**src/rtl/bigreg_assembler_pkg.sv**
```systemverilog
`default_nettype none
// ============================================================================
// Module      : bigreg_assembler_pkg
// Description : Shared register-map constants and big-register assembler types.
// Revision    : 1.0 - initial release
// ============================================================================
package bigreg_assembler_pkg;

    localparam int MEM_SIZE      = 256;
    localparam int WD_DATA_WIDTH = 16;
    localparam int MM_ID_WIDTH   = $clog2(MEM_SIZE);

    // Per-big-register map: first data id, sample count, valid-entry id
    localparam int SEEDS_BASE_ID  = 1;
    localparam int SEEDS_SAMPLES  = 16;
    localparam int SEEDS_VALID_ID = SEEDS_BASE_ID + SEEDS_SAMPLES;

    localparam int CHMUX_BASE_ID  = 30;
    localparam int CHMUX_SAMPLES  = 2;
    localparam int CHMUX_VALID_ID = CHMUX_BASE_ID + CHMUX_SAMPLES;

    localparam int SDCFG_BASE_ID  = 33;
    localparam int SDCFG_SAMPLES  = 16;
    localparam int SDCFG_VALID_ID = SDCFG_BASE_ID + SDCFG_SAMPLES;

    typedef enum logic [1:0] {
        COLLECT = 2'd0,
        PRESENT = 2'd1,
        CLEAR   = 2'd2
    } bigreg_state_t;

endpackage
`default_nettype wire

```
**src/rtl/bigreg_assembler.sv**
```systemverilog
`default_nettype none
// ============================================================================
// Module      : bigreg_assembler
// Description : Collects a group of register-file writes into one wide word,
//               presents it with valid/ready, then clears the group freshbits.
// Revision    : 1.0 - initial release
// ============================================================================
module bigreg_assembler
    import bigreg_assembler_pkg::*;
#(
    parameter int BASE_ID    = 33,
    parameter int SAMPLES    = 16,
    parameter int DATA_WIDTH = WD_DATA_WIDTH,
    parameter int ID_WIDTH   = 8
) (
    input  logic                          clk,
    input  logic                          rst,
    input  logic                          wr_en,
    input  logic [ID_WIDTH-1:0]           wr_id,
    input  logic [DATA_WIDTH-1:0]         wr_data,
    output logic [SAMPLES*DATA_WIDTH-1:0] big_data,
    output logic                          big_valid,
    input  logic                          big_ready,
    output logic                          clr_en,
    output logic [ID_WIDTH-1:0]           clr_id,
    output logic                          err,
    output logic                          drop
);

    localparam int                  CNT_W      = $clog2(SAMPLES + 1);
    localparam logic [ID_WIDTH-1:0] c_BASE_ID  = ID_WIDTH'(BASE_ID);
    localparam logic [ID_WIDTH-1:0] c_VALID_ID = ID_WIDTH'(BASE_ID + SAMPLES);
    localparam logic [CNT_W-1:0]    c_LAST_CNT = CNT_W'(SAMPLES);

    if (BASE_ID + SAMPLES >= 2**ID_WIDTH) begin : g_bad_range
        $error("bigreg_assembler: BASE_ID+SAMPLES does not fit in ID_WIDTH bits");
    end

    bigreg_state_t                 r_state;
    bigreg_state_t                 w_state_nxt;
    logic [SAMPLES*DATA_WIDTH-1:0] r_shadow;
    logic [SAMPLES-1:0]            r_mask;
    logic [CNT_W-1:0]              r_cnt;
    logic [SAMPLES*DATA_WIDTH-1:0] r_big_data;
    logic                          r_big_valid;
    logic                          r_err;
    logic                          r_drop;

    logic [ID_WIDTH-1:0] w_slot;
    logic                w_is_data;
    logic                w_is_valid;
    logic                w_in_range;
    logic                w_capture;
    logic                w_present;
    logic                w_err;
    logic                w_drop;
    logic                w_clear_done;

    assign w_slot     = wr_id - c_BASE_ID;
    assign w_is_data  = wr_en && (wr_id >= c_BASE_ID) && (wr_id < c_VALID_ID);
    assign w_is_valid = wr_en && (wr_id == c_VALID_ID);
    assign w_in_range = w_is_data || w_is_valid;

    always_comb begin
        w_state_nxt  = r_state;
        w_capture    = 1'b0;
        w_present    = 1'b0;
        w_err        = 1'b0;
        w_drop       = 1'b0;
        w_clear_done = 1'b0;
        case (r_state)
            COLLECT: begin
                if (w_is_data) begin
                    w_capture = 1'b1;
                end else if (w_is_valid) begin
                    if (&r_mask) begin
                        w_present   = 1'b1;
                        w_state_nxt = PRESENT;
                    end else begin
                        w_err       = 1'b1;
                        w_state_nxt = CLEAR;
                    end
                end
            end
            PRESENT: begin
                w_drop = w_in_range;
                if (r_big_valid && big_ready) begin
                    w_state_nxt = CLEAR;
                end
            end
            CLEAR: begin
                w_drop = w_in_range;
                if (r_cnt == c_LAST_CNT) begin
                    w_clear_done = 1'b1;
                    w_state_nxt  = COLLECT;
                end
            end
            default: begin
                w_state_nxt = COLLECT;
            end
        endcase
    end

    always_ff @(posedge clk or posedge rst) begin
        if (rst) begin
            r_state <= COLLECT;
        end else begin
            r_state <= w_state_nxt;
        end
    end

    always_ff @(posedge clk or posedge rst) begin
        if (rst) begin
            r_shadow    <= '0;
            r_mask      <= '0;
            r_cnt       <= '0;
            r_big_data  <= '0;
            r_big_valid <= 1'b0;
            r_err       <= 1'b0;
            r_drop      <= 1'b0;
        end else begin
            r_err  <= w_err;
            r_drop <= w_drop;

            // Shadow contents survive an aborted group; only the mask restarts
            if (w_err || w_clear_done) begin
                r_mask <= '0;
            end
            if (w_capture) begin
                for (int k = 0; k < SAMPLES; k++) begin
                    if (w_slot == ID_WIDTH'(k)) begin
                        r_shadow[k*DATA_WIDTH +: DATA_WIDTH] <= wr_data;
                        r_mask[k]                            <= 1'b1;
                    end
                end
            end

            if (w_present) begin
                r_big_data  <= r_shadow;
                r_big_valid <= 1'b1;
            end else if (r_state == PRESENT && big_ready) begin
                r_big_valid <= 1'b0;
            end

            if (r_state == CLEAR) begin
                r_cnt <= w_clear_done ? '0 : r_cnt + 1'b1;
            end
        end
    end

    assign big_data  = r_big_data;
    assign big_valid = r_big_valid;
    assign err       = r_err;
    assign drop      = r_drop;
    assign clr_en    = (r_state == CLEAR);
    assign clr_id    = clr_en ? (c_BASE_ID + ID_WIDTH'(r_cnt)) : '0;

endmodule
`default_nettype wire

```
**config.mk**
```make
export PLATFORM = sky130hd
export DESIGN_NAME = bigreg_assembler
export DESIGN_NICKNAME = d
export VERILOG_FILES = /design/src/rtl/bigreg_assembler_pkg.sv /design/src/rtl/bigreg_assembler.sv
export SDC_FILE = /design/constraint.sdc
export NUM_CORES = 1
export LEC_CHECK = 0
export BUFFER_PORTS_ARGS = -buffer_cell sky130_fd_sc_hd__buf_4
export CORE_UTILIZATION = 57
export CTS_CLUSTER_DIAMETER = 200
export DETAILED_ROUTE_END_ITERATION = 16
export PLACE_DENSITY = 0.8
export SLEW_MARGIN = 20
export SYNTH_ARGS = -nofsm -noshare
export SYNTH_HDL_FRONTEND = slang
export SYNTH_SLANG_ARGS = --single-unit
export TNS_END_PERCENT = 100
```
**constraint.sdc**
```tcl
create_clock -name clk -period 18.7 [get_ports clk]
set_input_delay 0.935 -clock clk [delete_from_list [all_inputs] [get_ports clk]]
set_output_delay 0.935 -clock clk [all_outputs]
set_load 0.05 [all_outputs]
```
; ---- After elaboration in Yosys (flattened, before gate mapping)
; Index checks and enable logic that the tools add are counted.
[totals]
ff_bits = 538
out_inout_bits = 268
word_cells = 121
[op_classes]
addsub = 3
order_cmp = 2
eq_ne = 23
mux = 41
reduce_logical = 29
[ops]
columns = cell, n
row1 = == test 8 x 4 -> 1 bit (second input constant), 8
row2 = == test 8 x 3 -> 1 bit (second input constant), 4
row3 = two-way mux 16 bit, 2
row4 = AND reduction 2 bit, 16
row5 = two-way mux 1 bit, 31
row6 = == test 8 x 2 -> 1 bit (second input constant), 2
row7 = AND reduction 16 bit, 1
row8 = two-way mux 2 bit, 5
row9 = == test 8 x 1 -> 1 bit (second input constant), 1
row10 = == test 8 x 6 -> 1 bit (second input constant), 1
row11 = greater-or-equal comparator 8 x 6 -> 1 bit (second input constant), 1
row12 = logical NOT 8 bit, 1
row13 = < comparator 8 x 6 -> 1 bit (second input constant), 1
row14 = subtractor 8 x 6 -> 8 bit (second input constant), 1
row15 = adder 6 x 5 -> 7 bit (first input constant), 1
row16 = two-way mux 7 bit, 1
row17 = != test 2 bit (second input constant), 3
row18 = one-hot mux 2 bit (3 select lines), 1
row19 = adder 5 x 1 -> 5 bit (second input constant), 1
row20 = == test 5 bit (second input constant), 1
row21 = logical AND 1 bit, 5
row22 = two-way mux 5 bit, 1
row23 = AND reduction 4 bit, 1
row24 = == test 2 x 1 -> 1 bit (second input constant), 1
row25 = other kinds (6), 7

; ---- Logic depth before layout (Yosys ltp)
[depth]
word_depth = 9
ltp_mapped = 9

; ---- Worst setup path before layout
; OpenSTA, ideal clock, no wires.
[synth_path]
path_kind = register to output
startpoint = reg r_state[0]
endpoint = out clr_id[5]
arrival_time_ns = 2.205
required_ns = 17.765
setup_slack_ns = 15.560
stages_incl_launch_ff = 6
cell_sequence = dfrtp_1 -> inv_1 -> ha_1 -> clkbuf_1 -> inv_1 -> a31oi_1
[synth_between]
elab_chain_cells = 2
[synth_rtl]
columns = item, line_no
row1 = from (decl), bigreg_assembler.sv:39  ; bigreg_state_t r_state;
row2 = from (signal assigned), bigreg_assembler.sv:108  ; r_state <= w_state_nxt;
row3 = == test 2 bit, bigreg_assembler.sv:155  ; assign clr_en = (r_state == CLEAR);
row4 = named net clr_en, bigreg_assembler.sv:24  ; output logic clr_en,
row5 = two-way mux 7 bit, bigreg_assembler.sv:156  ; assign clr_id = clr_en ? (c_BASE_ID + ID_WIDTH'(r_cnt)) : '0;
row6 = to (decl), bigreg_assembler.sv:25  ; output logic [ID_WIDTH-1:0] clr_id,
; The timed path passes the listed nets, and every way through them passes these cells.

; ---- Final worst setup path
[layout_path]
startpoint = in wr_en
endpoint = reg r_big_data[118] (netlist: big_data[118])
[layout_between]
elab_chain_cells = 4
word_cells_on_any_way = 6
classes_between = 3 x mux / 3 x reduce/logical
[layout_rtl]
columns = item, line_no
row1 = from (decl), bigreg_assembler.sv:18  ; input logic wr_en,
row2 = logical AND 1 bit (on tied branches), "bigreg_assembler.sv:61, bigreg_assembler.sv:60"
row3 = two-way mux 1 bit / logical AND 1 bit (equally long branches), "bigreg_assembler.sv:75, bigreg_assembler.sv:60"
row4 = two-way mux 1 bit *, bigreg_assembler.sv:73  ; if (w_is_data) begin
row5 = two-way mux 1 bit *, bigreg_assembler.sv:71  ; case (r_state)
row6 = to (signal assigned), bigreg_assembler.sv:139  ; r_big_data <= r_shadow;
row7 = to (decl), bigreg_assembler.sv:44  ; logic [SAMPLES*DATA_WIDTH-1:0] r_big_data;
; Mark *: on every way between the ends. The rest lies on a longest branch, timed or not.
; A chain may end at the register's enable or synchronous reset.

==> impl_metrics.env <==
export IMPL_ctsRootBufferMaster="clkbuf_16"
export IMPL_status="complete, no violations"
export IMPL_final_nets=1567
export IMPL_synth_seq_area_share_pct=66.0
export IMPL_gr_usage_met2_pct=41.5
export IMPL_antenna_found_initial=4
export IMPL_path_clk_slew_ns=0.06
export IMPL_mostFrequentLayoutCell="dfrtp_1"
export IMPL_wl_per_cell_um=22.3
export IMPL_met3_usage_pct=5.14
export IMPL_die_w_um=191
export IMPL_overflow=0
export IMPL_setup_viol=0
export IMPL_coreArea_um2=34900
export IMPL_cts_setup_buffers=0
export IMPL_swShare_pct=20.5
export IMPL_fillCellCount=2355
export IMPL_crit_arrival_ns=4.33
export IMPL_drtIter0Drc=523
export IMPL_finalHoldViolCount=0
export IMPL_clk_insertion_delay_late_ns=0.56
export IMPL_synth_top_family_by_area="multiplexers"
export IMPL_rsz0062_at_grt="no"
export IMPL_fp_dieArea_um2=36500
export IMPL_rows=68
export IMPL_grt_max_degree=126
export IMPL_synth_nets=1279
export IMPL_pwr_share_comb_pct=2.0
export IMPL_p_int_mw=1.80
export IMPL_fmax_ghz=0.257
export IMPL_clock_skew_ns=0.0133
export IMPL_syn_inst=1246
export IMPL_grt_pass1_vias=12000
export IMPL_drtAntennaViolNets=0
export IMPL_path_class="in -> reg"
export IMPL_synth_distinct_cells=43
export IMPL_drive_gt1_share_pct=44.0
export IMPL_synth_xor_area_share_pct=0.172
export IMPL_r2r_cells=6
export IMPL_power_switching_mw=0.464
export IMPL_syn_to_final_growth_pct=21.1
export IMPL_setup_tns_ns=0
export IMPL_postLayoutCoreUtil_pct=70.8
export IMPL_finalCritPeriodShare_pct=20.8
export IMPL_ios=296
export IMPL_cts_sinks=538
export IMPL_ys_flop_type="dfrtp_1"
export IMPL_layout_common_cells="dfrtp_1, buf_4, mux2_2"
export IMPL_tightest_slew_ns=1.09
export IMPL_avgSynthCellArea_um2=16.4
export IMPL_synth_simple_area_share_pct=2.28
export IMPL_cts_resized=0
export IMPL_synthesis_area_um2=20400
export IMPL_cts_hold_fix_buffers=0
export IMPL_grt_use_total_pct=25.5
export IMPL_place_congestion=0.772
export IMPL_synth_mux_area_share_pct=28.4
export IMPL_top_usage_layer="met2"
export IMPL_synth_edf_count=0
export IMPL_cts_buffers=53
export IMPL_worst_path_max_fanout=64
export IMPL_max_slew_margin_pct=26.9
export IMPL_leakagePower_nw=13.6
export IMPL_clockBufferDepth=3
export IMPL_hold_depth=1
export IMPL_hold_class="reg -> reg"
export IMPL_hpwl_mm=29.1
export IMPL_met1_usage_pct=35.0
export IMPL_synth_compound_area_share_pct=0.798
export IMPL_p_seq_share_pct=51.5
export IMPL_max_cap_viol_count=0
export IMPL_power_density_nw_per_um2=91.5
export IMPL_power_ir_vdd_worst_mv=0.0680
export IMPL_wirelength_mm=45.4
export IMPL_clock_power_share_pct=46.5
export IMPL_ys_seq_elements=538
export IMPL_async_reset_ff_share_pct=100
export IMPL_critPathLaunchType="primary input"
export IMPL_min_period_ns=3.89
export IMPL_numPortBuffers=294
export IMPL_synthAdderAreaFrac_pct=0.307
export IMPL_critPathCaptureType="register"
export IMPL_crit_required_ns=19.14
export IMPL_drt_first_pass_iters=4
export IMPL_htreeDepth=2
export IMPL_drc=0
export IMPL_slew_viol_final=0
export IMPL_initial_core_util_pct=58.5
export IMPL_ys_warn_count=0
export IMPL_routed_via_density=5.56
export IMPL_vias=11300
export IMPL_cts_tree="yes"
export IMPL_grt_pass1_wl_mm=70.2
export IMPL_die_h_um=191
==> worst paths after layout <==
check	to	start	slack [ns]
max reg2reg	big_data[150]	r_mask[6]	15.12
max	big_data[118]	wr_en	14.81
min	big_data[44]	r_shadow[44]	0.48
min in group asynchronous	big_data[196]	rst	0.51
min reg2reg	big_data[44]	r_shadow[44]	0.48
max in group asynchronous	r_state[1]	rst	15.89
==> per-layer routing <==
| layer | vias to the layer above | share of wire [%] |
|---|---|---|
| li1 | 4962 | - |
| met1 | 5977 | 43 |
| met2 | 280 | 49 |
| met3 | 81 | 5.4 |
| met4 | 2 | 2.4 |
| met5 | - | 0.037 |
==> logic make-up (layout without fill, tap and decap cells) <==
family	count (synthesis)	count (layout)
flip-flops	538	538
multiplexers	515	515
buffers and inverters	80	409
AND/OR/NAND/NOR	77	77
AO/OA/AOI/OAI	26	26
adder cells (fa/ha/maj)	5	5
XOR/XNOR	4	4
other	1	4
==> metrics by stage <==
stage | worst slack, ns | instance area (µm²) | total power [mW] | hold WS, ns | instances
2_1_floorplan | 2.73 | 20400 | 1.21 | 0.452 | 1246
3_3_place_gp | 14.27 | 22900 | 1.23 | 0.460 | 1933
3_5_place_dp | 14.23 | 22900 | 1.23 | 0.465 | 1933
4_1_cts | 14.82 | 24600 | 2.28 | 0.481 | 2029
5_1_grt | 14.63 | 24700 | 2.33 | 0.498 | 2030
6_report | 14.81 | 24700 | 2.26 | 0.480 | 2033
==> sequential cells by signal (all words and copies together) (netlist names) <==
register	flops
big_valid	1
drop	1
err	1
r_cnt	5
r_mask	16
r_state	2
big_data	256
r_shadow	256
==> final cells by class <==
type	instances	area, µm²	area share, %
multi-input cells	628	6570	26.6
well taps	455	569	2.31
clock buffers	86	1640	6.65
diodes	3	7.51	0.0304
flip-flops and latches	538	13500	54.5
repair buffers	304	2300	9.30
inverters	9	41.3	0.167
clock inverters	10	104	0.421
==> power by group through the flow <==
stage / combinational (mW) / sequential, mW / clock (mW)
2_1_floorplan: 0.0234 / 1.19 / 0
3_3_place_gp: 0.0452 / 1.19 / 0
3_5_place_dp: 0.0460 / 1.19 / 0
4_1_cts: 0.0461 / 1.16 / 1.07
5_1_grt: 0.0505 / 1.16 / 1.12
6_report: 0.0443 / 1.16 / 1.05
==> cell usage after synthesis (4+ instances only) <==
cell type	count	share of area (%)
o21bai_1	7	0.26
ha_1	5	0.31
nor2_1	7	0.13
xnor2_1	4	0.17
mux2_2	284	16
inv_1	9	0.17
buf_2	40	0.98
nand2_2	6	0.18
nor2b_1	6	0.18
dfrtp_1	538	66
nand2_1	29	0.53
nand4_1	4	0.12
buf_4	7	0.26
mux2_1	229	13
clkbuf_1	19	0.35
o21ai_0	7	0.17
and3_1	4	0.12
==> worst max-delay path, cell delays in order <==
cell and delay, ns:
buf_4 0.11, and4bb_2 0.30, and4_1 0.27, nand3_4 0.76, buf_4 0.76, buf_4 0.74, mux2_2 0.42
(Power assumes the default switching activity.)
